## config.mk

```make
export PLATFORM = sky130hd
export DESIGN_NAME = ctrl_pipe_hazard_flat
export DESIGN_NICKNAME = d
export VERILOG_FILES = /design/src/rtl/ctrl_pkg.sv /design/src/rtl/ctrl_pipe_hazard_if.sv /design/src/rtl/fwd_unit.sv /design/src/rtl/ctrl_pipe_hazard.sv /design/src/flat_wrapper.sv
export SDC_FILE = /design/constraint.sdc
export NUM_CORES = 1
export LEC_CHECK = 0
export CAP_MARGIN = 30
export CORE_AREA = 5 5 80 90
export DETAILED_ROUTE_END_ITERATION = 10
export DIE_AREA = 0 0 85 95
export PLACE_DENSITY = 0.75
export RECOVER_POWER = 50
export SLEW_MARGIN = 20
export SYNTH_ARGS = -nofsm -noshare
export SYNTH_HDL_FRONTEND = slang
export SYNTH_SLANG_ARGS = --single-unit
```

## constraint.sdc

```tcl
create_clock -name clk -period 3.7 [get_ports clk]
set_clock_uncertainty 0.2 [all_clocks]
set_input_delay 1.11 -clock clk [delete_from_list [all_inputs] [get_ports clk]]
set_output_delay 1.11 -clock clk [all_outputs]
set_load 0.01 [all_outputs]
```

## src/rtl/ctrl_pkg.sv

```systemverilog
// Shared constants and pipeline-control types for the decode/hazard slice.
// Bubble constants are all-zero bundles injected on stall and flush.
package ctrl_pkg;

    localparam logic [6:0] OpcRtype  = 7'b0110011;
    localparam logic [6:0] OpcItype  = 7'b0010011;
    localparam logic [6:0] OpcLoad   = 7'b0000011;
    localparam logic [6:0] OpcStore  = 7'b0100011;
    localparam logic [6:0] OpcBranch = 7'b1100011;
    localparam logic [6:0] OpcJal    = 7'b1101111;
    localparam logic [6:0] OpcJalr   = 7'b1100111;

    localparam logic [1:0] AluAdd   = 2'b00;
    localparam logic [1:0] AluSub   = 2'b01;
    localparam logic [1:0] AluRtype = 2'b10;

    typedef enum logic [1:0] {
        FwdRf  = 2'b00,
        FwdWb  = 2'b01,
        FwdMem = 2'b10
    } fwd_sel_e;

    typedef struct packed {
        logic alu_src;
        logic branch;
        logic jump;
        logic mem_read;
        logic mem_write;
        logic mem_2_reg;
        logic reg_write;
    } id_ex_ctrl_t;

    typedef struct packed {
        logic branch;
        logic jump;
        logic mem_read;
        logic mem_write;
        logic mem_2_reg;
        logic reg_write;
    } ex_mem_ctrl_t;

    typedef struct packed {
        logic mem_2_reg;
        logic reg_write;
    } mem_wb_ctrl_t;

    localparam id_ex_ctrl_t  IdExBubble  = '0;
    localparam ex_mem_ctrl_t ExMemBubble = '0;
    localparam mem_wb_ctrl_t MemWbBubble = '0;

endpackage

```

## src/rtl/ctrl_pipe_hazard_if.sv

```systemverilog
// Bundle between the control unit, the hazard/pipeline block and the datapath.
// slave = the hazard block's view; master = the surrounding decode/datapath view.
interface ctrl_pipe_hazard_if #(
    parameter int unsigned REG_AW   = 5,
    parameter int unsigned ALU_OP_W = 2,
    parameter int unsigned CNT_W    = 16
);
    logic                id_valid;
    logic [ALU_OP_W-1:0] id_alu_op;
    logic                id_alu_src, id_branch, id_jump, id_mem_read;
    logic                id_mem_write, id_mem_2_reg, id_reg_write;
    logic [REG_AW-1:0]   id_rs1, id_rs2, id_rd;
    logic                flush;

    logic                stall;
    logic [ALU_OP_W-1:0] ex_alu_op;
    logic                ex_alu_src, ex_branch, ex_jump, ex_mem_read;
    logic                ex_mem_write, ex_mem_2_reg, ex_reg_write;
    logic [REG_AW-1:0]   ex_rs1, ex_rs2, ex_rd;
    logic                mem_branch, mem_jump, mem_mem_read, mem_mem_write;
    logic                mem_mem_2_reg, mem_reg_write;
    logic [REG_AW-1:0]   mem_rd;
    logic                wb_mem_2_reg, wb_reg_write;
    logic [REG_AW-1:0]   wb_rd;
    logic [1:0]          fwd_a, fwd_b;
    logic [CNT_W-1:0]    stall_cnt;

    modport slave (
        input  id_valid, id_alu_op, id_alu_src, id_branch, id_jump, id_mem_read,
               id_mem_write, id_mem_2_reg, id_reg_write, id_rs1, id_rs2, id_rd, flush,
        output stall, ex_alu_op, ex_alu_src, ex_branch, ex_jump, ex_mem_read,
               ex_mem_write, ex_mem_2_reg, ex_reg_write, ex_rs1, ex_rs2, ex_rd,
               mem_branch, mem_jump, mem_mem_read, mem_mem_write, mem_mem_2_reg,
               mem_reg_write, mem_rd, wb_mem_2_reg, wb_reg_write, wb_rd,
               fwd_a, fwd_b, stall_cnt
    );

    modport master (
        output id_valid, id_alu_op, id_alu_src, id_branch, id_jump, id_mem_read,
               id_mem_write, id_mem_2_reg, id_reg_write, id_rs1, id_rs2, id_rd, flush,
        input  stall, ex_alu_op, ex_alu_src, ex_branch, ex_jump, ex_mem_read,
               ex_mem_write, ex_mem_2_reg, ex_reg_write, ex_rs1, ex_rs2, ex_rd,
               mem_branch, mem_jump, mem_mem_read, mem_mem_write, mem_mem_2_reg,
               mem_reg_write, mem_rd, wb_mem_2_reg, wb_reg_write, wb_rd,
               fwd_a, fwd_b, stall_cnt
    );

endinterface

```

## src/rtl/fwd_unit.sv

```systemverilog
// Operand forwarding select for one EX source register.
// The younger EX/MEM result wins over MEM/WB; x0 is never forwarded.
module fwd_unit
    import ctrl_pkg::*;
#(
    parameter int unsigned REG_AW = 5
) (
    input  logic              mem_reg_write_i,
    input  logic [REG_AW-1:0] mem_rd_i,
    input  logic              wb_reg_write_i,
    input  logic [REG_AW-1:0] wb_rd_i,
    input  logic [REG_AW-1:0] rs_i,
    output logic [1:0]        fwd_o
);

    always_comb begin
        fwd_o = FwdRf;
        if (mem_reg_write_i && (mem_rd_i != '0) && (mem_rd_i == rs_i)) begin
            fwd_o = FwdMem;
        end else if (wb_reg_write_i && (wb_rd_i != '0) && (wb_rd_i == rs_i)) begin
            fwd_o = FwdWb;
        end
    end

endmodule

```

## src/rtl/ctrl_pipe_hazard.sv

```systemverilog
// ID/EX, EX/MEM and MEM/WB control registers with load-use stall, flush
// bubbling, stall-cycle counter and EX-stage forwarding selects.
module ctrl_pipe_hazard
    import ctrl_pkg::*;
#(
    parameter int unsigned REG_AW   = 5,
    parameter int unsigned ALU_OP_W = 2,
    parameter int unsigned CNT_W    = 16
) (
    input logic              clk,
    input logic              arst_n,
    ctrl_pipe_hazard_if.slave bus
);

    logic use_rs1, use_rs2, hz, stall;

    id_ex_ctrl_t         ex_ctrl_d, ex_ctrl_q;
    logic [ALU_OP_W-1:0] ex_alu_op_d, ex_alu_op_q;
    logic [REG_AW-1:0]   ex_rs1_d, ex_rs1_q, ex_rs2_d, ex_rs2_q, ex_rd_d, ex_rd_q;
    ex_mem_ctrl_t        mem_ctrl_d, mem_ctrl_q;
    logic [REG_AW-1:0]   mem_rd_d, mem_rd_q;
    mem_wb_ctrl_t        wb_ctrl_d, wb_ctrl_q;
    logic [REG_AW-1:0]   wb_rd_d, wb_rd_q;
    logic [CNT_W-1:0]    stall_cnt_d, stall_cnt_q;

    // Jumps carry no register sources; stores read rs2 despite alu_src=1.
    always_comb begin
        use_rs1 = ~bus.id_jump;
        use_rs2 = (~bus.id_alu_src & ~bus.id_jump) | bus.id_mem_write;
        hz      = bus.id_valid & ex_ctrl_q.mem_read & (ex_rd_q != '0) &
                  ((use_rs1 & (ex_rd_q == bus.id_rs1)) |
                   (use_rs2 & (ex_rd_q == bus.id_rs2)));
        stall   = hz & ~bus.flush;
    end

    always_comb begin
        ex_ctrl_d   = IdExBubble;
        ex_alu_op_d = '0;
        ex_rs1_d    = '0;
        ex_rs2_d    = '0;
        ex_rd_d     = '0;
        if (bus.id_valid && !stall && !bus.flush) begin
            ex_ctrl_d.alu_src   = bus.id_alu_src;
            ex_ctrl_d.branch    = bus.id_branch;
            ex_ctrl_d.jump      = bus.id_jump;
            ex_ctrl_d.mem_read  = bus.id_mem_read;
            ex_ctrl_d.mem_write = bus.id_mem_write;
            ex_ctrl_d.mem_2_reg = bus.id_mem_2_reg;
            ex_ctrl_d.reg_write = bus.id_reg_write;
            ex_alu_op_d         = bus.id_alu_op;
            ex_rs1_d            = bus.id_rs1;
            ex_rs2_d            = bus.id_rs2;
            ex_rd_d             = bus.id_rd;
        end
    end

    always_comb begin
        mem_ctrl_d = ExMemBubble;
        mem_rd_d   = '0;
        if (!bus.flush) begin
            mem_ctrl_d.branch    = ex_ctrl_q.branch;
            mem_ctrl_d.jump      = ex_ctrl_q.jump;
            mem_ctrl_d.mem_read  = ex_ctrl_q.mem_read;
            mem_ctrl_d.mem_write = ex_ctrl_q.mem_write;
            mem_ctrl_d.mem_2_reg = ex_ctrl_q.mem_2_reg;
            mem_ctrl_d.reg_write = ex_ctrl_q.reg_write;
            mem_rd_d             = ex_rd_q;
        end
    end

    // MEM/WB always advances so the flushing branch/jump still retires.
    always_comb begin
        wb_ctrl_d           = MemWbBubble;
        wb_ctrl_d.mem_2_reg = mem_ctrl_q.mem_2_reg;
        wb_ctrl_d.reg_write = mem_ctrl_q.reg_write;
        wb_rd_d             = mem_rd_q;
    end

    always_comb begin
        stall_cnt_d = stall_cnt_q;
        if (stall && (stall_cnt_q != '1)) begin
            stall_cnt_d = stall_cnt_q + 1'b1;
        end
    end

    always_ff @(posedge clk or negedge arst_n) begin
        if (!arst_n) begin
            ex_ctrl_q   <= IdExBubble;
            ex_alu_op_q <= '0;
            ex_rs1_q    <= '0;
            ex_rs2_q    <= '0;
            ex_rd_q     <= '0;
            mem_ctrl_q  <= ExMemBubble;
            mem_rd_q    <= '0;
            wb_ctrl_q   <= MemWbBubble;
            wb_rd_q     <= '0;
            stall_cnt_q <= '0;
        end else begin
            ex_ctrl_q   <= ex_ctrl_d;
            ex_alu_op_q <= ex_alu_op_d;
            ex_rs1_q    <= ex_rs1_d;
            ex_rs2_q    <= ex_rs2_d;
            ex_rd_q     <= ex_rd_d;
            mem_ctrl_q  <= mem_ctrl_d;
            mem_rd_q    <= mem_rd_d;
            wb_ctrl_q   <= wb_ctrl_d;
            wb_rd_q     <= wb_rd_d;
            stall_cnt_q <= stall_cnt_d;
        end
    end

    fwd_unit #(
        .REG_AW (REG_AW)
    ) u_fwd_a (
        .mem_reg_write_i (mem_ctrl_q.reg_write),
        .mem_rd_i        (mem_rd_q),
        .wb_reg_write_i  (wb_ctrl_q.reg_write),
        .wb_rd_i         (wb_rd_q),
        .rs_i            (ex_rs1_q),
        .fwd_o           (bus.fwd_a)
    );

    fwd_unit #(
        .REG_AW (REG_AW)
    ) u_fwd_b (
        .mem_reg_write_i (mem_ctrl_q.reg_write),
        .mem_rd_i        (mem_rd_q),
        .wb_reg_write_i  (wb_ctrl_q.reg_write),
        .wb_rd_i         (wb_rd_q),
        .rs_i            (ex_rs2_q),
        .fwd_o           (bus.fwd_b)
    );

    assign bus.stall         = stall;
    assign bus.ex_alu_op     = ex_alu_op_q;
    assign bus.ex_alu_src    = ex_ctrl_q.alu_src;
    assign bus.ex_branch     = ex_ctrl_q.branch;
    assign bus.ex_jump       = ex_ctrl_q.jump;
    assign bus.ex_mem_read   = ex_ctrl_q.mem_read;
    assign bus.ex_mem_write  = ex_ctrl_q.mem_write;
    assign bus.ex_mem_2_reg  = ex_ctrl_q.mem_2_reg;
    assign bus.ex_reg_write  = ex_ctrl_q.reg_write;
    assign bus.ex_rs1        = ex_rs1_q;
    assign bus.ex_rs2        = ex_rs2_q;
    assign bus.ex_rd         = ex_rd_q;
    assign bus.mem_branch    = mem_ctrl_q.branch;
    assign bus.mem_jump      = mem_ctrl_q.jump;
    assign bus.mem_mem_read  = mem_ctrl_q.mem_read;
    assign bus.mem_mem_write = mem_ctrl_q.mem_write;
    assign bus.mem_mem_2_reg = mem_ctrl_q.mem_2_reg;
    assign bus.mem_reg_write = mem_ctrl_q.reg_write;
    assign bus.mem_rd        = mem_rd_q;
    assign bus.wb_mem_2_reg  = wb_ctrl_q.mem_2_reg;
    assign bus.wb_reg_write  = wb_ctrl_q.reg_write;
    assign bus.wb_rd         = wb_rd_q;
    assign bus.stall_cnt     = stall_cnt_q;

endmodule

```

## src/flat_wrapper.sv

```systemverilog
// flat-port wrapper written by rule: the top's interface ports become plain ports
module ctrl_pipe_hazard_flat import ctrl_pkg::*;
#(
    parameter int unsigned REG_AW   = 5,
    parameter int unsigned ALU_OP_W = 2,
    parameter int unsigned CNT_W    = 16
)
  (clk, arst_n, bus_id_valid, bus_id_alu_op, bus_id_alu_src, bus_id_branch, bus_id_jump, bus_id_mem_read, bus_id_mem_write, bus_id_mem_2_reg, bus_id_reg_write, bus_id_rs1, bus_id_rs2, bus_id_rd, bus_flush, bus_stall, bus_ex_alu_op, bus_ex_alu_src, bus_ex_branch, bus_ex_jump, bus_ex_mem_read, bus_ex_mem_write, bus_ex_mem_2_reg, bus_ex_reg_write, bus_ex_rs1, bus_ex_rs2, bus_ex_rd, bus_mem_branch, bus_mem_jump, bus_mem_mem_read, bus_mem_mem_write, bus_mem_mem_2_reg, bus_mem_reg_write, bus_mem_rd, bus_wb_mem_2_reg, bus_wb_reg_write, bus_wb_rd, bus_fwd_a, bus_fwd_b, bus_stall_cnt);
  ctrl_pipe_hazard_if #(.REG_AW(REG_AW), .ALU_OP_W(ALU_OP_W), .CNT_W(CNT_W)) bus_i ();
  input logic clk;
  input logic arst_n;
  input wire logic [$bits(bus_i.id_valid)-1:0] bus_id_valid;
  input wire logic [$bits(bus_i.id_alu_op)-1:0] bus_id_alu_op;
  input wire logic [$bits(bus_i.id_alu_src)-1:0] bus_id_alu_src;
  input wire logic [$bits(bus_i.id_branch)-1:0] bus_id_branch;
  input wire logic [$bits(bus_i.id_jump)-1:0] bus_id_jump;
  input wire logic [$bits(bus_i.id_mem_read)-1:0] bus_id_mem_read;
  input wire logic [$bits(bus_i.id_mem_write)-1:0] bus_id_mem_write;
  input wire logic [$bits(bus_i.id_mem_2_reg)-1:0] bus_id_mem_2_reg;
  input wire logic [$bits(bus_i.id_reg_write)-1:0] bus_id_reg_write;
  input wire logic [$bits(bus_i.id_rs1)-1:0] bus_id_rs1;
  input wire logic [$bits(bus_i.id_rs2)-1:0] bus_id_rs2;
  input wire logic [$bits(bus_i.id_rd)-1:0] bus_id_rd;
  input wire logic [$bits(bus_i.flush)-1:0] bus_flush;
  output wire logic [$bits(bus_i.stall)-1:0] bus_stall;
  output wire logic [$bits(bus_i.ex_alu_op)-1:0] bus_ex_alu_op;
  output wire logic [$bits(bus_i.ex_alu_src)-1:0] bus_ex_alu_src;
  output wire logic [$bits(bus_i.ex_branch)-1:0] bus_ex_branch;
  output wire logic [$bits(bus_i.ex_jump)-1:0] bus_ex_jump;
  output wire logic [$bits(bus_i.ex_mem_read)-1:0] bus_ex_mem_read;
  output wire logic [$bits(bus_i.ex_mem_write)-1:0] bus_ex_mem_write;
  output wire logic [$bits(bus_i.ex_mem_2_reg)-1:0] bus_ex_mem_2_reg;
  output wire logic [$bits(bus_i.ex_reg_write)-1:0] bus_ex_reg_write;
  output wire logic [$bits(bus_i.ex_rs1)-1:0] bus_ex_rs1;
  output wire logic [$bits(bus_i.ex_rs2)-1:0] bus_ex_rs2;
  output wire logic [$bits(bus_i.ex_rd)-1:0] bus_ex_rd;
  output wire logic [$bits(bus_i.mem_branch)-1:0] bus_mem_branch;
  output wire logic [$bits(bus_i.mem_jump)-1:0] bus_mem_jump;
  output wire logic [$bits(bus_i.mem_mem_read)-1:0] bus_mem_mem_read;
  output wire logic [$bits(bus_i.mem_mem_write)-1:0] bus_mem_mem_write;
  output wire logic [$bits(bus_i.mem_mem_2_reg)-1:0] bus_mem_mem_2_reg;
  output wire logic [$bits(bus_i.mem_reg_write)-1:0] bus_mem_reg_write;
  output wire logic [$bits(bus_i.mem_rd)-1:0] bus_mem_rd;
  output wire logic [$bits(bus_i.wb_mem_2_reg)-1:0] bus_wb_mem_2_reg;
  output wire logic [$bits(bus_i.wb_reg_write)-1:0] bus_wb_reg_write;
  output wire logic [$bits(bus_i.wb_rd)-1:0] bus_wb_rd;
  output wire logic [$bits(bus_i.fwd_a)-1:0] bus_fwd_a;
  output wire logic [$bits(bus_i.fwd_b)-1:0] bus_fwd_b;
  output wire logic [$bits(bus_i.stall_cnt)-1:0] bus_stall_cnt;
  assign bus_i.id_valid = bus_id_valid;
  assign bus_i.id_alu_op = bus_id_alu_op;
  assign bus_i.id_alu_src = bus_id_alu_src;
  assign bus_i.id_branch = bus_id_branch;
  assign bus_i.id_jump = bus_id_jump;
  assign bus_i.id_mem_read = bus_id_mem_read;
  assign bus_i.id_mem_write = bus_id_mem_write;
  assign bus_i.id_mem_2_reg = bus_id_mem_2_reg;
  assign bus_i.id_reg_write = bus_id_reg_write;
  assign bus_i.id_rs1 = bus_id_rs1;
  assign bus_i.id_rs2 = bus_id_rs2;
  assign bus_i.id_rd = bus_id_rd;
  assign bus_i.flush = bus_flush;
  assign bus_stall = bus_i.stall;
  assign bus_ex_alu_op = bus_i.ex_alu_op;
  assign bus_ex_alu_src = bus_i.ex_alu_src;
  assign bus_ex_branch = bus_i.ex_branch;
  assign bus_ex_jump = bus_i.ex_jump;
  assign bus_ex_mem_read = bus_i.ex_mem_read;
  assign bus_ex_mem_write = bus_i.ex_mem_write;
  assign bus_ex_mem_2_reg = bus_i.ex_mem_2_reg;
  assign bus_ex_reg_write = bus_i.ex_reg_write;
  assign bus_ex_rs1 = bus_i.ex_rs1;
  assign bus_ex_rs2 = bus_i.ex_rs2;
  assign bus_ex_rd = bus_i.ex_rd;
  assign bus_mem_branch = bus_i.mem_branch;
  assign bus_mem_jump = bus_i.mem_jump;
  assign bus_mem_mem_read = bus_i.mem_mem_read;
  assign bus_mem_mem_write = bus_i.mem_mem_write;
  assign bus_mem_mem_2_reg = bus_i.mem_mem_2_reg;
  assign bus_mem_reg_write = bus_i.mem_reg_write;
  assign bus_mem_rd = bus_i.mem_rd;
  assign bus_wb_mem_2_reg = bus_i.wb_mem_2_reg;
  assign bus_wb_reg_write = bus_i.wb_reg_write;
  assign bus_wb_rd = bus_i.wb_rd;
  assign bus_fwd_a = bus_i.fwd_a;
  assign bus_fwd_b = bus_i.fwd_b;
  assign bus_stall_cnt = bus_i.stall_cnt;
  ctrl_pipe_hazard #(.REG_AW(REG_AW), .ALU_OP_W(ALU_OP_W), .CNT_W(CNT_W)) u_core (.clk(clk), .arst_n(arst_n), .bus(bus_i));
endmodule
```

==> out/results.ini, run 1 <==
[timing]
slew_headroom_pct=3.71
timing.fmax_mhz=278
min_period_ps=3600
setup_viol_count_final=0
fin_crit_sh_pct=97.3
finalHoldViolCount=0
setup_ws_ps=99.5
finalMaxSlewViolations=0
tightest_slew_ps=1440
rsz0062_at_grt=false

[finish]
drive_gt1_share_pct=10.2
area_delta_synth_final_pct=47.6
antenna_cells=0
fin_util_pct=60.5
fin_nets=348
stdcell_count=406
design_area_um2=3800
largest_register_ffs=16
fillerInstances=562

[global_route]
use_met1_pct=18.7
antenna_found_initial=0
overflow=0
grt_max_degree=59
grt_pass1_wl_um=9900
use_met2_pct=26.9
met3_usage_pct=5.24
grt_pass1_vias=2017
grt_most_used_layer=met2
grt.total_usage_pct=16.2

[power_and_ir_drop]
peakVddDrop_mv=0.245
p_per_area_nw_per_um2=350
p_sw_share_pct=23.1
total_power_mw=1.33
sequentialPowerShare_pct=50.1
switchingPower_uw=307
clkPwrFrac_pct=39.7
p_int_mw=1.02
leakagePower_nw=1.76
combPwrFrac_pct=10.2

[clock_network]
clk_latency_ps=330
cts_buffers=9
path_clk_slew_ps=60
ctsHoldBuffers=0
cts_root_buf=clkbuf_8
cts_num_sinks=58
cts_buffer_depth=2
cts_tree=done
htreeDepth=3

[critical_path]
r2r_start=u_core.bus.stall_cnt[0]
cp_num_buf_inv=2
critPathLaunch=bus_id_rs1[4]
slowest_delay_ps=290
critPathCaptureType=output pin
cp.depth=6
crit_family=simple AND/OR/NAND/NOR gates
worstPathArrival_ps=2290
worstSetupPathType=input pin to output pin
cp-start-kind=input pin
timing.rr.end=u_core.bus.stall_cnt[1]
r2r_slack_ps=1270
worstPathRequired_ps=2390
cpMaxStageDelayCell=o32ai_4
path_cells=dlygate4sd2_1 -> xnor2_1 -> nand4_1 -> o32ai_4 -> and2_4 -> buf_6
r2r_cells=6
path_max_fanout=2

[synth]
synth_fp_nets=241
synth_top_area_share_pct=56.4
synth.area.top_cells=dfrtp_1 56%, xnor2_1 9.2%, and2_1 6.1%
synth_top_flop_cell=dfrtp_1
synthCells=212
syn_area_per_cell_um2=12.1
mappedNetlistArea_um2=2570
synthArstFlopShare_pct=100
yosysTopAreaCell=dfrtp_1
synth_edf_count=0
synth_most_common_cell=dfrtp_1
synth_cell_types=33
synth-seq-cells=58
synth_common_cells=58 x dfrtp_1, 27 x xnor2_1, 25 x and2_1, 16 x xor2_1, 13 x nand4_1
yosysSeqAreaShare_pct=56.4
yosysWarningCount=0

[placed_design]
pre_cts_ws_ps=-574
dp.cells=389
dp_hpwl_um=4690
io_buffers=90
place_area_um2=3610
place_congestion=0.915

[die]
chipHeight_um=95
start_util_pct=41.0
dieArea_um2=8080
die_w_um=85
core.rowCount=31
core-area_um2=6280
io-pin-count=91

[routing]
drc=0
wl_per_cell_um=15.7
drt_iter0_markers=88
wl_um=6360
via_per_inst=4.93
antenna_left=0
vias=2002
drt_first_pass_iters=4

[hold_path]
holdPathEnd=u_core.bus.wb_mem_2_reg
holdCritStartpoint=u_core.bus.mem_mem_2_reg
hold_class=register to register
min_path_cells=0

[outcome]
outcome=finished clean

[flow_run]
max_cap_violations=0

cell type report:
cell class	count	area, µm²	area share [%]
multi-input cells	148	1090	28.7
inverters	2	7.51	0.198
clock buffers	14	173	4.54
flip-flops and latches	58	1450	38.2
well taps	82	103	2.70
repair buffers	100	965	25.4
clock inverters	2	10.0	0.263
worst max-delay path by stage:
stage                      to  slack, ps
floorplan           bus_stall        200
global placement    bus_stall       -560
detailed placement  bus_stall       -570
CTS                 bus_stall       -100
global route        bus_stall         30
finish              bus_stall        100
logic make-up after synthesis:
family,synth area share (%)
compound gates,4.18
mux,0.875
flops,56.4
fa+ha+maj,0.486
buf+inv,1.60
simple gates,21.8
xor+xnor,14.6
power groups by stage:
stage	clock network [mW]	logic [mW]	registers (mW)
after global routing	0.581	0.148	0.667
after floorplan	0	0.0452	0.683
final	0.528	0.136	0.666
after detailed placement	0	0.142	0.677
after global placement	0	0.140	0.677
after CTS	0.547	0.142	0.666
placed cells by master (no fill, tap or decap), types with 2 or more instances in the layout:
cell type and instances:
clkinv_2 2, buf_4 5, clkbuf_1 6, clkbuf_8 12, clkdlybuf4s50_1 65, nand3_1 9
and4_1 2, dfrtp_1 58, xnor2_1 26, dlymetal6s2s_1 6, nor2b_1 11, nand4_1 13
dlygate4sd3_1 13, o21ai_0 2, or4_1 4, nand2_1 7, and2_1 24, mux2_2 2
o21ai_1 2, nor4_1 6, dlygate4sd2_1 4, and3_1 5, nor2_1 4, xor2_1 16
routing by layer:
layer  vias up  share of wire, %
met5         -                 0
met4         0               2.2
met3        11               6.3
met2        68                51
met1       977                41
li1        946                 -
stage by stage:
step | hold WS (ps) | setup TNS [ps]
5_1_grt | 200 | 0
4_1_cts | 189 | -101
3_5_place_dp | 175 | -574
3_3_place_gp | 156 | -560
2_1_floorplan | 216 | 0
6_report | 181 | 0
what timing repair did:
item | CTS | global route
pin swaps | 4 | 4
buffers inserted | 0 | 1
setup endpoints to repair | 3 | 1
cloned | 0 | 0
resized for setup | 11 | 8
(Power assumes the default switching activity.)
==> inputs of run 2 (changes only) <==
--- a/config.mk
+++ b/config.mk
@@ -5,11 +5,10 @@
 export SDC_FILE = /design/constraint.sdc
 export NUM_CORES = 1
 export LEC_CHECK = 0
-export CAP_MARGIN = 30
 export CORE_AREA = 5 5 80 90
 export DETAILED_ROUTE_END_ITERATION = 10
 export DIE_AREA = 0 0 85 95
-export PLACE_DENSITY = 0.75
+export PLACE_DENSITY = 0.74
 export RECOVER_POWER = 50
 export SLEW_MARGIN = 20
 export SYNTH_ARGS = -nofsm -noshare
==> out/results.ini, run 2 (synthesis results as in run 1) <==
[clock_network]
path_clk_slew_ps=60
cts_buffers=9
cts_buffer_depth=2
htreeDepth=3
cts_num_sinks=58
cts_root_buf=clkbuf_8
clk_latency_ps=320
cts_tree=done

[finish]
layout_commonest_cell=clkdlybuf4s50_1
largest_register_ffs=16
design_area_um2=3850
drive_gt1_share_pct=10.8
stdcell_count=406
fin_nets=348
antenna_cells=0
mostFrequentLayoutCells=66 x clkdlybuf4s50_1, 58 x dfrtp_1, 25 x xnor2_1
area_delta_synth_final_pct=49.6

[critical_path]
r2r_cells=6
r2r_start=u_core.bus.stall_cnt[0]
worstSetupPathType=input pin to output pin
cp-start-kind=input pin
timing.rr.end=u_core.bus.stall_cnt[1]
worstPathArrival_ps=2310
critPathCaptureType=output pin
path_max_fanout=2
r2r_slack_ps=1260
worstPathRequired_ps=2390

[routing]
wl_um=6480
vias=1995
via_per_inst=4.91
wl_per_cell_um=16.0
drt_iter0_markers=66
drt_first_pass_iters=4
drc=0
antenna_left=0

[global_route]
antenna_found_initial=0
grt.total_usage_pct=16.6
grt_pass1_wl_um=10400
grt_max_degree=45
grt_pass1_vias=2041
overflow=0

[power_and_ir_drop]
total_power_mw=1.48
leakagePower_nw=1.76
p_per_area_nw_per_um2=384
peakVddDrop_mv=0.226

[timing]
slew_headroom_pct=-55.1
tns_ps=0
finalMaxSlewViolations=45
setup_viol_count_final=0
tightest_slew_ps=2330
finalHoldViolCount=0
holdWs_ps=176
min_period_ps=3620
fin_crit_sh_pct=97.8
timing.fmax_mhz=276
rsz0062_at_grt=false

[hold_path]
hold_class=register to register
min_path_cells=0
holdPathEnd=u_core.bus.wb_mem_2_reg
holdCritStartpoint=u_core.bus.mem_mem_2_reg

[flow_run]
max_cap_violations=1

[die]
io-pin-count=91
dieArea_um2=8080
die_w_um=85
core.rowCount=31
start_util_pct=41.0
chipHeight_um=95
core-area_um2=6280

[outcome]
outcome=finished, violations left
violations=capacitance limit, slew limit

[placed_design]
dp_hpwl_um=4950
io_buffers=90
place_area_um2=3610
place_congestion=0.869
dp.cells=389

[run 2: cell types whose count changed in the layout (fill, tap and decap cells not counted)]
cell	change
clkbuf_1	-1
clkinv_2	-1
xnor2_2	+1
clkinvlp_4	+1
dlygate4sd2_1	+2
bufinv_16	+2
xnor2_1	-1
dlymetal6s2s_1	-3
buf_2	-1
clkdlybuf4s50_1	+1
[run 2: cell type report]
cell class / count / area [µm²]
well taps: 82 / 103
fillers: 540 / 2430
flip-flops and latches: 58 / 1450
clock buffers: 12 / 165
clock inverters: 4 / 72.6
repair buffers: 100 / 953
multi-input cells: 148 / 1100
inverters: 2 / 7.51
[run 2: critical path, stage by stage]
cell	delay [ps]
clkdlybuf4s50_1	480
xnor2_1	120
nand4_1	160
o32ai_4	160
and2_4	190
buf_6	90
[run 2: how the worst max path moves through the flow]
stage                   from   endpoint  slack (ps)  cells past startpoint
5_1_grt        bus_id_rs1[1]  bus_stall          50                      6
2_1_floorplan  bus_id_rs1[1]  bus_stall         200                      5
3_5_place_dp   bus_id_rs1[3]  bus_stall        -540                      6
3_3_place_gp   bus_id_rs1[1]  bus_stall        -540                      6
6_report       bus_id_rs2[4]  bus_stall          80                      6
4_1_cts        bus_id_rs2[2]  bus_stall           5                      6
[run 2: repair_timing]
| action | 4_1_cts | 5_1_grt |
|---|---|---|
| pin swaps | 3 | 3 |
| setup endpoints to repair | 3 | 1 |
| setup buffers | 0 | 1 |
| hold endpoints to repair | 0 | 0 |
| resized for setup | 14 | 5 |
| hold buffers | 0 | 0 |
[run 2: through the flow]
| step | utilization (%) | worst slack, ps |
|---|---|---|
| 2_1_floorplan | - | 202 |
| 3_3_place_gp | 57.4 | -542 |
| 3_5_place_dp | 57.4 | -538 |
| 4_1_cts | 61.1 | 4.51 |
| 5_1_grt | 61.3 | 45.6 |
| 6_report | 61.3 | 82.8 |
[run 2: report_power, final]
group	leakage (nW)	switching (mW)	internal, mW
Clock	0.119	0.241	0.433
Combinational	0.849	0.0596	0.0764
Sequential	0.793	0.0170	0.650
Total	1.76	0.318	1.16
[run 2: metal layers]
| layer | vias to the layer above | share of wire [%] | GRT usage [%] |
|---|---|---|---|
| met1 | 964 | 41 | 20.4 |
| met2 | 76 | 51 | 27.8 |
| met5 | - | 0 | 0 |
| li1 | 947 | - | - |
| met4 | 0 | 1.6 | 6.99 |
| met3 | 8 | 6.8 | 4.36 |
